$ cat src/rtl/mult_sched_pkg.sv
// Shared types and default sizing for the multiplier-sharing scheduler.
package mult_sched_pkg;

    typedef enum logic [1:0] {
        IDLE  = 2'd0,
        ISSUE = 2'd1,
        WAIT  = 2'd2,
        RESP  = 2'd3
    } state_t;

    localparam int NUM_REQ_DEF        = 4;
    localparam int OPW_DEF            = 4;
    localparam int RESW_DEF           = 2 * OPW_DEF;
    localparam int TIMEOUT_CYCLES_DEF = 32;

endpackage

$ cat src/rtl/mult_share_scheduler_rr_arbiter.sv
// Combinational round-robin arbiter: scans from i_ptr upward (wrapping) and
// grants the first requester found, as a one-hot vector plus its index.
module rr_arbiter #(
    parameter int N    = 4,
    parameter int PTRW = (N > 1) ? $clog2(N) : 1
) (
    input  logic [N-1:0]    i_req,
    input  logic [PTRW-1:0] i_ptr,
    output logic [N-1:0]    o_grant,
    output logic [PTRW-1:0] o_idx
);

    logic [PTRW-1:0] w_j;
    logic            w_found;

    always_comb begin
        o_grant = '0;
        o_idx   = '0;
        w_found = 1'b0;
        w_j     = '0;
        for (int k = 0; k < N; k++) begin
            w_j = PTRW'((int'(i_ptr) + k) % N);
            if (!w_found && i_req[w_j]) begin
                w_found      = 1'b1;
                o_grant[w_j] = 1'b1;
                o_idx        = w_j;
            end
        end
    end

endmodule

$ cat src/rtl/mult_share_scheduler.sv
// Time-shares one sequential multiplier among NUM_REQ requesters (round-robin).
// Optional WAIT-state watchdog enabled by defining MULT_TIMEOUT_EN.
module mult_share_scheduler
    import mult_sched_pkg::*;
#(
    parameter int NUM_REQ        = NUM_REQ_DEF,
    parameter int OPW            = OPW_DEF,
    parameter int RESW           = RESW_DEF,
    parameter int TIMEOUT_CYCLES = TIMEOUT_CYCLES_DEF
) (
    input  logic                   clk,
    input  logic                   reset,
    input  logic [NUM_REQ-1:0]     req_valid,
    input  logic [NUM_REQ*OPW-1:0] req_a,
    input  logic [NUM_REQ*OPW-1:0] req_b,
    output logic [NUM_REQ-1:0]     req_ready,
    output logic [NUM_REQ-1:0]     rsp_valid,
    output logic [RESW-1:0]        rsp_result,
    output logic                   rsp_err,
    output logic [OPW-1:0]         mul_a,
    output logic [OPW-1:0]         mul_b,
    output logic                   mul_in_valid,
    input  logic                   mul_out_done,
    input  logic [RESW-1:0]        mul_result,
    output logic                   busy,
    output logic [1:0]             dbg_state
);

    localparam int PTRW = (NUM_REQ > 1) ? $clog2(NUM_REQ) : 1;

    if (NUM_REQ < 2 || NUM_REQ > 8) begin : g_bad_num_req
        $error("NUM_REQ must be in 2..8");
    end
    if (TIMEOUT_CYCLES < 1) begin : g_bad_timeout
        $error("TIMEOUT_CYCLES must be at least 1");
    end

    state_t              r_state;
    state_t              w_next;
    logic [PTRW-1:0]     r_ptr;
    logic [PTRW-1:0]     r_gidx;
    logic [PTRW-1:0]     w_gidx;
    logic [NUM_REQ-1:0]  w_grant;
    logic [OPW-1:0]      r_a;
    logic [OPW-1:0]      r_b;
    logic [RESW-1:0]     r_res;
    logic                w_accept;
    logic                w_done;
    logic                w_timeout;

    rr_arbiter #(
        .N    (NUM_REQ),
        .PTRW (PTRW)
    ) u_arb (
        .i_req   (req_valid),
        .i_ptr   (r_ptr),
        .o_grant (w_grant),
        .o_idx   (w_gidx)
    );

    // Valid/ready: a requester holds req_valid and its operands; the transfer
    // happens in the cycle where its req_ready bit is also high (IDLE only,
    // and never while reset is asserted). Dropping req_valid early is legal.
    assign req_ready = (r_state == IDLE && reset) ? w_grant : '0;
    assign w_accept  = |req_ready;
    assign w_done    = (r_state == WAIT) && mul_out_done;

    always_ff @(posedge clk or negedge reset) begin
        if (!reset) r_state <= IDLE;
        else        r_state <= w_next;
    end

    always_comb begin
        w_next = r_state;
        case (r_state)
            IDLE:    if (w_accept) w_next = ISSUE;
            ISSUE:   w_next = WAIT;
            WAIT:    if (w_done || w_timeout) w_next = RESP;
            RESP:    w_next = IDLE;
            default: w_next = IDLE;
        endcase
    end

    always_ff @(posedge clk or negedge reset) begin
        if (!reset) begin
            r_ptr  <= '0;
            r_gidx <= '0;
            r_a    <= '0;
            r_b    <= '0;
            r_res  <= '0;
        end else begin
            if (w_accept) begin
                r_a    <= req_a[w_gidx*OPW +: OPW];
                r_b    <= req_b[w_gidx*OPW +: OPW];
                r_gidx <= w_gidx;
                r_ptr  <= (w_gidx == PTRW'(NUM_REQ - 1)) ? '0 : w_gidx + 1'b1;
            end
            if (w_done)         r_res <= mul_result;
            else if (w_timeout) r_res <= '0;
        end
    end

`ifdef MULT_TIMEOUT_EN
    localparam int CNTW = $clog2(TIMEOUT_CYCLES + 1);

    logic [CNTW-1:0] r_cnt;
    logic            r_err;

    // Counter is zeroed in ISSUE so it starts at 0 on the first WAIT cycle.
    always_ff @(posedge clk or negedge reset) begin
        if (!reset) begin
            r_cnt <= '0;
            r_err <= 1'b0;
        end else begin
            if (r_state == ISSUE)     r_cnt <= '0;
            else if (r_state == WAIT) r_cnt <= r_cnt + 1'b1;
            if (w_done)         r_err <= 1'b0;
            else if (w_timeout) r_err <= 1'b1;
        end
    end

    assign w_timeout = (r_state == WAIT) && !mul_out_done &&
                       (r_cnt == CNTW'(TIMEOUT_CYCLES - 1));
    assign rsp_err   = (r_state == RESP) && r_err;
`else
    assign w_timeout = 1'b0;
    assign rsp_err   = 1'b0;
`endif

    assign rsp_valid    = (r_state == RESP) ? (NUM_REQ'(1) << r_gidx) : '0;
    assign rsp_result   = r_res;
    assign mul_a        = r_a;
    assign mul_b        = r_b;
    assign mul_in_valid = (r_state == ISSUE);
    assign busy         = (r_state != IDLE);
    assign dbg_state    = r_state;

endmodule
$ cat config.mk
export PLATFORM = sky130hd
export DESIGN_NAME = mult_share_scheduler
export DESIGN_NICKNAME = d
export VERILOG_FILES = /design/src/rtl/mult_sched_pkg.sv /design/src/rtl/mult_share_scheduler_rr_arbiter.sv /design/src/rtl/mult_share_scheduler.sv
export SDC_FILE = /design/constraint.sdc
export NUM_CORES = 1
export LEC_CHECK = 0
export ABC_AREA = 1
export ABC_CLOCK_PERIOD_IN_PS = 2400
export BUFFER_PORTS_ARGS = -buffer_cell sky130_fd_sc_hd__buf_4
export CAP_MARGIN = 20
export CORE_MARGIN = 3
export CORE_UTILIZATION = 27
export DETAILED_ROUTE_END_ITERATION = 12
export PLACE_DENSITY = 0.48
export SLEW_MARGIN = 0
export SYNTH_ARGS = -nofsm -noshare
export SYNTH_HDL_FRONTEND = slang
export SYNTH_SLANG_ARGS = --single-unit
$ cat constraint.sdc
create_clock -name clk -period 2.4 [get_ports clk]
set_input_delay 0.12 -clock clk [delete_from_list [all_inputs] [get_ports clk]]
set_output_delay 0.12 -clock clk [all_outputs]
set_load 0.02 [all_outputs]
Word-level counts from Yosys, hierarchy flattened:

Cells that the tools add are included.

* reductions and logical operators: 16
* add/sub/neg operators: 4
* multipliers: 0
* bitwise operators: 3
* divide/modulo/power cells: 0
* magnitude comparators: 8
* multiplexer cells: 33
* equal/unequal tests: 6
* shifts and indexed selects: 3

Operators with widths (number)
* $shiftx 16x5->4: 2
* $mux 4: 6
* $mux 2: 7
* $lt 2x3->1 const B: 4
* $or 4x4->4: 3
* $mux 1: 11
* $logic_and 1x1->1: 9
* $bmux 1 s2: 4
* $demux 1 s2: 4
* $ge 2x1->1 const B: 4
* $pmux 2 s4: 1
* $eq 2x2->1 const B: 3
* $add 2x1->2 const B: 2
* $add 2x2->2 const B: 2
* $ne 2x2->1 const B: 2
* $reduce_or 4->1: 1
* $shl 1x2->4 const A: 1
* $logic_not 1->1: 3
* $eq 2x1->1 const B: 1
* $logic_not 2->1: 1
* $reduce_and 2->1: 1
* $reduce_bool 2->1: 1

* memories: 0
* latch bits: 0
* ROM bits: 0
* logic and storage cells: 79
* input bits: 47
* register bits: 22
* output and inout bits: 29
* memory bits (writable): 0

Logic depth before layout (Yosys ltp):

Gate-level depths: netlist (run 1).

* depth after elaboration: 16
* gate-level depth with buffers: 16
* depth with buffers taken out: 16

Cells and area by module:

From an unflattened synthesis (run 1), not the netlist that was laid out.

* cell total of the unflattened synthesis: 244
* area, all modules: 1800.5 um^2

By module, submodules not included
* mult_share_scheduler: cells each 162, seq. area each 550.5 um^2, area an instance 1323.8 um^2, instances 1
* rr_arbiter: cells each 82, seq. area each 0.0 um^2, area an instance 476.7 um^2, instances 1

Worst setup path after synthesis (run 1):

Ideal clock, no wire load.

* path kind: register to register
* start point: register with a tool-made name
* end point: register r_a[0] (netlist: mul_a[0])
* stages on the path, launching flop included: 16
* slack: 131 ps
* data arrival time: 2151 ps
* setup time: 117 ps
* required time: 2283 ps
* path through: dfrtp_1 > inv_4 > ha_1 > inv_1 > nand3_1 > nand2_1 > nor2_2 > nand2_1 > o21ai_2 > a21oi_4 > nand2_4 > buf_6 > nand2_1 > nand3_1 > nand3_1 > nand2_1

RTL lines
* end signal: assignment: line mult_share_scheduler.sv:93 `r_a <= req_a[w_gidx*OPW +: OPW];`
* end: declaration: line mult_share_scheduler.sv:44 `logic [OPW-1:0] r_a;`

==> results.rst, run 1 <==
.. list-table::
   :header-rows: 1

   * - Metric
     - Value
   * - Run status
     - completed
   * - Antenna diode count
     - 0
   * - Share of the yosys chip area belonging to registers
     - 0.315
   * - Count of boundary I/O pins
     - 76
   * - Max rail drop VDD
     - between 0.0005 and 0.0006 V
   * - List of cells traversed by the critical path
     - inv_4, ha_1, inv_1, nand3_1, nand2_1, nor2_2, a21boi_0, nand3_1, nand2_1, nand2_1, nor2_4, buf_4, nand2_1, nand2_1
   * - Warnings, synthesis
     - 0
   * - Yosys top cell area share
     - 0.315
   * - Simple logic cell fraction of the synthesized area
     - 0.403
   * - Cell mode on critical path
     - nand2_1
   * - Number of antenna violations at the first check in global routing
     - 0
   * - Maximum level of the CTS H-tree
     - 1
   * - Clock net sink count
     - 22
   * - Critical register-to-register path endpoint
     - mul_a[2]$_DFFE_PN0P_
   * - Cell area after layout
     - between 0.002 and 0.003 mm^2
   * - CP top delay family
     - simple AND/OR/NAND/NOR gates
   * - Compound-Gate Fraction of Synth Area
     - 0.0587
   * - Total Routed Length
     - ~5 mm
   * - Leakage power of the design
     - 1.37 nW
   * - DRC violations left
     - 0
   * - Skew final
     - 0.00214 ns
   * - Post-Route Setup TNS
     - 0 ns
   * - Capture point of the worst path
     - mul_a[2]$_DFFE_PN0P_
   * - Unrepaired setup endpoints after global routing
     - false
   * - Arrival time of data at the critical path endpoint
     - about 2.4 ns
   * - Type of element capturing the critical path
     - register
   * - Class of the most critical setup path
     - reg2reg
   * - Starting Density
     - 0.287
   * - Share of the synthesized netlist area taken by xor and xnor gates
     - 0.00501
   * - Buf/Inv on CP
     - 3
   * - Maximum number of buffers from clock root to sink
     - 2
   * - Net count after synthesis
     - about 300
   * - Critical Path Slowest Stage Cell
     - dfrtp_1
   * - Global-route usage over all layers
     - 0.139
   * - Die span in y
     - ~86 um
   * - Largest net degree at the start of global routing
     - 24
   * - Fin worst setup slack
     - around 0.19 ns
   * - Type of the worst min-delay path
     - in2reg
   * - Count of final max-slew check failures
     - 0
   * - Violation count after the first detailed-route iteration
     - 64
   * - Hold Fails Final Rpt
     - 0
   * - Wire length of the first global-routing pass
     - 8.46 mm
   * - Number of instances in the synthesized netlist
     - 239
   * - Routed vias/inst
     - 4.65
   * - Area growth from synthesis to layout
     - 43.1%
   * - Longest individual stage delay on the worst path
     - 0.39 ns
   * - Post-synthesis share of cell area spent on full adders, half adders and majority gates
     - 0.0858
   * - Number of global-route vias before repair
     - between 1,500 and 2,000
   * - Fin util
     - 0.411
   * - Distinct cell type count of the synthesized netlist
     - 29
   * - Horizontal die dimension
     - 86.5 um
   * - Flop-to-flop setup slack
     - 0.19 ns
   * - Clock tree from TritonCTS
     - done
   * - Routed wire per std cell
     - approximately 13 um
   * - Required time of the critical path
     - 2.61 ns
   * - Post-route ant nets
     - 0
   * - Via count
     - 1,843
   * - Mean instance size in the synthesized netlist
     - between 7 and 8 um^2
   * - Grt ovf
     - 0
   * - Placement-stage cell area
     - 0.00241 mm^2
   * - Worst reg2reg path depth
     - 14
   * - Worst-skew pair later-pin latency
     - ~0.26 ns
   * - Part of the cycle the worst path needs
     - 0.921
   * - Row Count
     - 28
   * - Number of CTS-inserted buffers
     - 3
   * - Stages on the worst setup path
     - 14
   * - Setup crit start kind
     - register
   * - Cell area after technology mapping
     - 0.00175 mm^2
   * - Port Buf Inserts
     - 74
   * - Max-capacitance violation count
     - 0
   * - Post-layout min period
     - between 2 and 2.5 ns
   * - Dpl hpwl
     - around 4.1 mm
   * - First drt pass iteration count
     - 4
   * - Leading post-synthesis cells by cell area
     - dfrtp_1 (31%), nand2_1 (17%), nand3_1 (15%)
   * - Dominant combinational cell family by area after synthesis
     - simple AND/OR/NAND/NOR gates
   * - Critical path fanouts, max
     - 10
   * - Highest clock rate
     - 452 MHz
   * - Clk slew on worst S/H paths
     - around 0.090 ns
   * - Final Wtd Congestion
     - roughly 0.8
   * - Fraction of layout cells with a size suffix above 1
     - 0.355
   * - Total of flip-flops plus latches after synthesis
     - 22
   * - Mux cell area share after synthesis
     - 0.0515
   * - Library cell used as clock root buffer
     - clkbuf_8
   * - Floorplan core area
     - roughly 0.0061 mm^2
   * - Number of setup violations in the final report
     - 0
   * - Power Density
     - 1610 mW/mm^2
   * - Yosys top cell by area
     - dfrtp_1
   * - Die Footprint
     - roughly 0.0075 mm^2
   * - Worst slack at placement
     - approximately 0.17 ns
   * - Total number of nets in the final design
     - between 300 and 400
-- final cells by class --
class,count,area [um^2]
multi-input combinational,187,1060
inverter,24,92.6
clock buffer,3,41.3
clock inverter,1,30.0
sequential,22,551
timing repair buffer,84,633
tap,75,93.8
fill,657,3590
-- Yosys cell counts --
| cell type | count |
|---|---|
| nand2_1 | 77 |
| nand3_1 | 52 |
| dfrtp_1 | 22 |
| inv_1 | 20 |
| ha_1 | 12 |
| mux2_2 | 8 |
| a21boi_0 | 5 |
| buf_4 | 4 |
| nand4_1 | 4 |
| nor3_1 | 4 |
| a21oi_1 | 3 |
| nand3_2 | 3 |
| o21ai_1 | 3 |
| inv_2 | 2 |
| nand2_2 | 2 |
| nand2_4 | 2 |
| nor2_2 | 2 |
| nor2_4 | 2 |
| o21ai_0 | 2 |
| a21oi_4 | 1 |
| buf_2 | 1 |
| buf_6 | 1 |
| clkinv_1 | 1 |
| conb_1 | 1 |
| inv_4 | 1 |
| nor2_1 | 1 |
| o21ai_2 | 1 |
| or2_2 | 1 |
| xor2_1 | 1 |
-- state kept, by name, summed over array words and instances, names as in the netlist, named ones only --
register    count
r_ptr           1
mul_b           4
rsp_result      8
r_gidx          2
mul_a           4
dbg_state       2
-- cell usage in the layout (no fill, tap or decap), drive strengths merged --
cell type	netlist	layout
bufinv	0	1
o21ai	6	6
dfrtp	22	22
clkbuf	0	3
inv	23	23
ha	12	12
a21boi	5	5
xor2	1	1
dlygate4sd3	0	1
nor2	5	5
clkinv	1	1
or2	1	1
nand3	55	55
a21oi	4	4
nand2	81	81
nor3	4	4
nand4	4	4
mux2	8	8
buf	6	83
conb	1	1
-- report_power, final --
part           switching, mW  internal, mW  total [mW]
logic                   1.86          1.13        2.99
registers              0.122         0.567       0.689
clock network          0.132         0.223       0.355
-- how the worst min path moves through the flow --
stage                              from                        end  slack (ns)  depth (start not counted)
final                     mul_result[0]  rsp_result[0]$_DFFE_PN0P_        0.08                          2
after global routing      mul_result[0]  rsp_result[0]$_DFFE_PN0P_        0.06                          2
after CTS                 mul_result[0]  rsp_result[0]$_DFFE_PN0P_        0.07                          2
after detailed placement          reset       mul_a[1]$_DFFE_PN0P_        0.04                          1
after global placement            reset       mul_b[2]$_DFFE_PN0P_        0.04                          1
after floorplan                   reset                  async pin       -0.18                          0
-- what timing repair did --
item / 4_1_cts / 5_1_grt
setup endpoints to repair: 0 / 12
endpoints found under the hold margin: 22 / 0
resized for setup: 0 / 2
hold buffers: 1 / 0
setup buffers: 0 / 1
-- cell families (layout without fill, tap and decap cells) --
kind of cell    count (synthesis)  in the layout
mux                             8              8
simple gates                  150            150
xor+xnor                        1              1
fa+ha+maj                      12             12
flops                          22             22
buf+inv                        30            112
compound gates                 15             15
other cells                     1              1
-- worst register-to-register path, delay by kind of cell, from the launching register on --
kind	cells	cell delay, ns
and+or+nand+nor	9	0.88
AOI/OAI and AO/OA	1	0.17
adders and majority gates	1	0.34
DFF	1	0.39
buffers and inverters	3	0.38
-- per-stage QoR --
stage	hold slack (ns)	cells	power (mW)
final	0.0798	396	4.03
after global routing	0.0611	396	4.47
after CTS	0.0732	395	4.03
after detailed placement	0.0369	390	3.67
after global placement	0.0415	390	3.67
after floorplan	-0.176	239	2.79
-- per-layer routing --
layer	wire [um]	vias up	track usage
met1	2380	820	0.194
met5	0	-	0
li1	-	947	-
met2	2190	70	0.218
met3	439	6	0.0371
met4	52	0	0.0255
Power figures use the tool's default switching activity.
==> run 2: changes to the inputs <==
ABC_AREA = 0   (was 1)
MAX_ROUTING_LAYER = met4   (was not set)
RECOVER_POWER = 50   (was not set)
==> run 2 against run 1 <==
  * First-iteration DRC count down 31%
  * Setup slack worse by 0.43 ns
  * Non-clock buffer count up 23
  * Register-to-register slack worse by 0.43 ns
  * Routed wire length down 1.7%
  * Global-route usage up 0.40 points
  * The run now ends with negative setup slack left
  * Final cell count down 11%
  * Via count down 8.8%
  * Final area up 13%
  * Fmax down 16%
  * Synthesized area up 5.4%
  * Synthesized cell count down 27%
==> results.rst, run 2 <==
.. list-table::
   :header-rows: 1

   * - Metric
     - Value
   * - Type of element capturing the critical path
     - register (unchanged)
   * - Horizontal die dimension
     - 88.6 um (was 86.5 um)
   * - Highest clock rate
     - 379 MHz (was 452 MHz)
   * - Total of flip-flops plus latches after synthesis
     - 22 (unchanged)
   * - Port Buf Inserts
     - 74 (unchanged)
   * - Worst-skew pair later-pin latency
     - 0.26 ns (about the same)
   * - Number of antenna violations at the first check in global routing
     - 0 (unchanged)
   * - Number of flip-flops in the largest register
     - 8 (unchanged)
   * - Total number of nets in the final design
     - 335 (was 381)
   * - Fraction of layout cells with a size suffix above 1
     - 0.509 (was 0.355)
   * - Number of CTS-inserted buffers
     - 3 (unchanged)
   * - Mean instance size in the synthesized netlist
     - 10.5 um^2 (was 7.32 um^2)
   * - Library cell used as clock root buffer
     - clkbuf_8 (unchanged)
   * - Grt ovf
     - 0 (unchanged)
   * - Distinct cell type count of the synthesized netlist
     - 46 (was 29)
   * - Wire length of the first global-routing pass
     - 8.67 mm (was 8.46 mm)
   * - Number of global-route vias before repair
     - 1,832 (was 1,822)
   * - Setup crit start kind
     - register (unchanged)
   * - Maximum level of the CTS H-tree
     - 1 (unchanged)
   * - DRC violations left
     - 0 (unchanged)
   * - Worst reg2reg path depth
     - 9 (was 14)
   * - Flop-to-flop setup slack
     - -0.24 ns (was 0.19 ns)
   * - Class of the most critical setup path
     - reg2reg (unchanged)
   * - Leakage power of the design
     - 1.39 nW (was 1.37 nW)
   * - Int Pwr
     - 2.32 mW (was 1.92 mW)
   * - Async set-or-reset flop fraction in the synthesized netlist
     - 1.00 (unchanged)
   * - Switching power
     - 1.74 mW (was 2.11 mW)
   * - Part of the power in combinational logic
     - 0.770 (was 0.741)
   * - Unrepaired setup endpoints after global routing
     - true (was false)
   * - Fin worst setup slack
     - -0.237 ns (was 0.189 ns)
   * - Die Footprint
     - 0.00785 mm^2 (was 0.00748 mm^2)
   * - Count of boundary I/O pins
     - 76 (unchanged)
   * - Post-route ant nets
     - 0 (unchanged)
   * - Sequential group share of total power
     - 0.172 (was 0.171)
   * - Via count
     - 1,680 (was 1,843)
   * - Leading post-synthesis cells by cell area
     - dfrtp_1 (30%), mux2i_1 (16%), ha_1 (8.1%) (was dfrtp_1 (31%), nand2_1 (17%), nand3_1 (15%))
   * - First drt pass iteration count
     - 4 (unchanged)
   * - Worst slack at placement
     - -0.268 ns (was 0.175 ns)
   * - Global-route usage over all layers
     - 0.143 (was 0.139)
   * - Hold Fails Final Rpt
     - 0 (unchanged)
   * - Number of instances in the synthesized netlist
     - 175 (was 239)
   * - Area taken by multi-input logic gates
     - 0.00125 mm^2 (was 0.00106 mm^2)
   * - Area growth from synthesis to layout
     - 53.1% (was 43.1%)
   * - Most frequently used cell type in the post-synthesis netlist
     - mux2i_1 (was nand2_1)
   * - Yosys top cell area share
     - 0.299 (was 0.315)
   * - Leading register cell type out of synthesis
     - dfrtp_1 (unchanged)
   * - Cell area after technology mapping
     - 0.00184 mm^2 (was 0.00175 mm^2)
   * - Most used standard cells in the synthesized netlist
     - mux2i_1 (29), dfrtp_1 (22), ha_1 (12) (was nand2_1 (77), nand3_1 (52), dfrtp_1 (22))
   * - Post-layout min period
     - 2.64 ns (was 2.21 ns)
   * - Number of setup violations in the final report
     - 18 (was 0)
   * - FILL cells
     - 649 (was 657)
   * - Violated checks
     - negative setup slack
   * - Most frequent cells in the layout
     - buf_4 (97), mux2i_1 (29), dfrtp_1 (21) (was buf_4 (83), nand2_1 (76), nand3_1 (52))
   * - Routed vias/inst
     - 4.77 (was 4.65)
   * - Part of the cycle the worst path needs
     - 1.10 (was 0.921)
   * - Clk slew on worst S/H paths
     - 0.08 ns (was 0.09 ns)
   * - Number of placed instances, taps included
     - 346 (was 390)
   * - Yosys top cell by area
     - dfrtp_1 (unchanged)
   * - Violation count after the first detailed-route iteration
     - 44 (was 64)
   * - Clock tree from TritonCTS
     - done (unchanged)
   * - Antenna diode count
     - 0 (unchanged)
   * - Maximum number of buffers from clock root to sink
     - 2 (unchanged)
   * - Run status
     - finished with violations (was completed)
   * - Area taken by flip-flops and latches
     - 552 um^2 (was 551 um^2)
   * - Critical path fanouts, max
     - 9 (was 10)
   * - Warnings, synthesis
     - 0 (unchanged)
   * - Number of cells on the worst hold path
     - 2 (unchanged)
   * - Max rail drop VDD
     - 0.000579 V (was 0.000584 V)
   * - Startpoint of the lowest-slack hold path
     - mul_result[1] (was mul_result[0])
   * - Critical register-to-register path endpoint
     - mul_a[0]$_DFFE_PN0P_ (was mul_a[2]$_DFFE_PN0P_)
   * - Routed wire per std cell
     - 14.1 um (was 12.8 um)
   * - Max-capacitance violation count
     - 0 (unchanged)
   * - Final standard cell count with taps included and fillers excluded
     - 352 (was 396)
   * - Net count after synthesis
     - 234 (was 298)
   * - Proportion of total power due to net switching
     - 0.428 (was 0.524)
   * - Die span in y
     - 88.6 um (was 86.5 um)
   * - Required time of the critical path
     - 2.55 ns (was 2.61 ns)
   * - Power Density
     - 1440 mW/mm^2 (was 1610 mW/mm^2)
   * - Most common cell after layout, fill and taps aside
     - buf_4 (unchanged)
   * - Worst min-delay path endpoint
     - rsp_result[1]$_DFFE_PN0P_ (was rsp_result[0]$_DFFE_PN0P_)
   * - Floorplan core area
     - 0.00649 mm^2 (was 0.00610 mm^2)
   * - Clock network fraction of total power
     - 0.057 (was 0.088)
   * - Number of enable-type register cells in the synthesized netlist
     - 0 (unchanged)
   * - Skew final
     - 0.00253 ns (was 0.00214 ns)
   * - Largest net degree at the start of global routing
     - 25 (was 24)
   * - Dpl hpwl
     - 4.02 mm (was 4.08 mm)
   * - Row Count
     - 29 (was 28)
   * - Share of the yosys chip area belonging to registers
     - 0.299 (was 0.315)
   * - Total Routed Length
     - 4.98 mm (was 5.07 mm)
   * - Count of final max-slew check failures
     - 0 (unchanged)
   * - Arrival time of data at the critical path endpoint
     - 2.78 ns (was 2.42 ns)
   * - Clock net sink count
     - 22 (unchanged)
   * - Final Wtd Congestion
     - 0.833 (was 0.794)
   * - Starting Density
     - 0.284 (was 0.287)
   * - Type of the worst min-delay path
     - in2reg (unchanged)
## run 2: cell types whose count changed after synthesis, sizes merged, moves of 4 or more
| cell | before | now |
|---|---|---|
| mux2 | 8 | 18 |
| mux2i | 0 | 29 |
| inv | 23 | 11 |
| nand3 | 55 | 1 |
| nand2 | 81 | 10 |
| nand4 | 4 | 0 |
## run 2: kinds of logic after synthesis
logic type	Yosys count	share of synthesized area
multiplexers	49	0.308
AND/OR/NAND/NOR	36	0.104
AO/OA/AOI/OAI	31	0.138
flip-flops	22	0.299
buffers and inverters	22	0.0584
adder cells (fa/ha/maj)	12	0.0815
XOR/XNOR	2	0.00951
other	1	0.00203
## run 2: worst max-delay path by stage
stage / end / cells past startpoint / slack (ns)
CTS: mul_b[2]$_DFFE_PN0P_ / 10 / -0.27
finish: mul_a[0]$_DFFE_PN0P_ / 9 / -0.24
global placement: mul_a[0]$_DFFE_PN0P_ / 11 / -0.23
floorplan: mul_a[1]$_DFFE_PN0P_ / 11 / -0.32
detailed placement: mul_b[0]$_DFFE_PN0P_ / 9 / -0.27
global route: mul_b[3]$_DFFE_PN0P_ / 10 / -0.37
## run 2: layout make-up
type,count,area share
sequential,22,0.196
tap,77,0.0341
multi-input combinational,131,0.445
timing repair buffer,107,0.294
clock buffer,4,0.0160
inverter,11,0.0160
## run 2: worst max-delay path, cell delays in order (launching register included)
cell	delay, ns
dfrtp_2	0.44
clkinvlp_4	0.13
ha_4	0.29
mux4_2	0.39
nor4_4	0.39
a2111oi_4	0.09
and2_4	0.17
nor2_2	0.12
buf_12	0.15
mux2_2	0.33
## run 2: power by group through the flow
stage | Sequential (mW) | Clock (mW) | Combinational (mW)
6_report | 0.700 | 0.233 | 3.13
5_1_grt | 0.735 | 0.266 | 3.41
4_1_cts | 0.706 | 0.245 | 3.17
3_5_place_dp | 0.704 | 0 | 3.12
3_3_place_gp | 0.702 | 0 | 3.10
2_1_floorplan | 0.894 | 0 | 1.80
## run 2: repair_timing
item	in CTS	in global routing
setup buffers	0	1
gates resized for setup	7	1
hold endpoints to repair	22	0
hold buffers	1	0
endpoints found under the setup margin	18	18
pin swaps	5	2
## run 2: routing by layer
metal,vias up,GRT usage,wire length (um)
met3,2,0.0298,330
li1,840,-,-
met2,67,0.215,2220
met5,-,-,0
met1,771,0.197,2400
met4,0,0.0330,29
## run 2: stage by stage
step / hold slack (ns) / setup TNS, ns / area [um^2] / power (mW) / util
5_1_grt: 0.0811 / -5.95 / 2820 / 4.42 / 0.434
4_1_cts: 0.0830 / -3.73 / 2830 / 4.13 / 0.435
2_1_floorplan: -0.176 / -3.26 / 1900 / 2.70 / -
6_report: 0.0895 / -3.23 / 2820 / 4.06 / 0.434
3_5_place_dp: 0.0382 / -3.17 / 2750 / 3.82 / 0.423
3_3_place_gp: 0.0350 / -2.40 / 2750 / 3.80 / 0.423
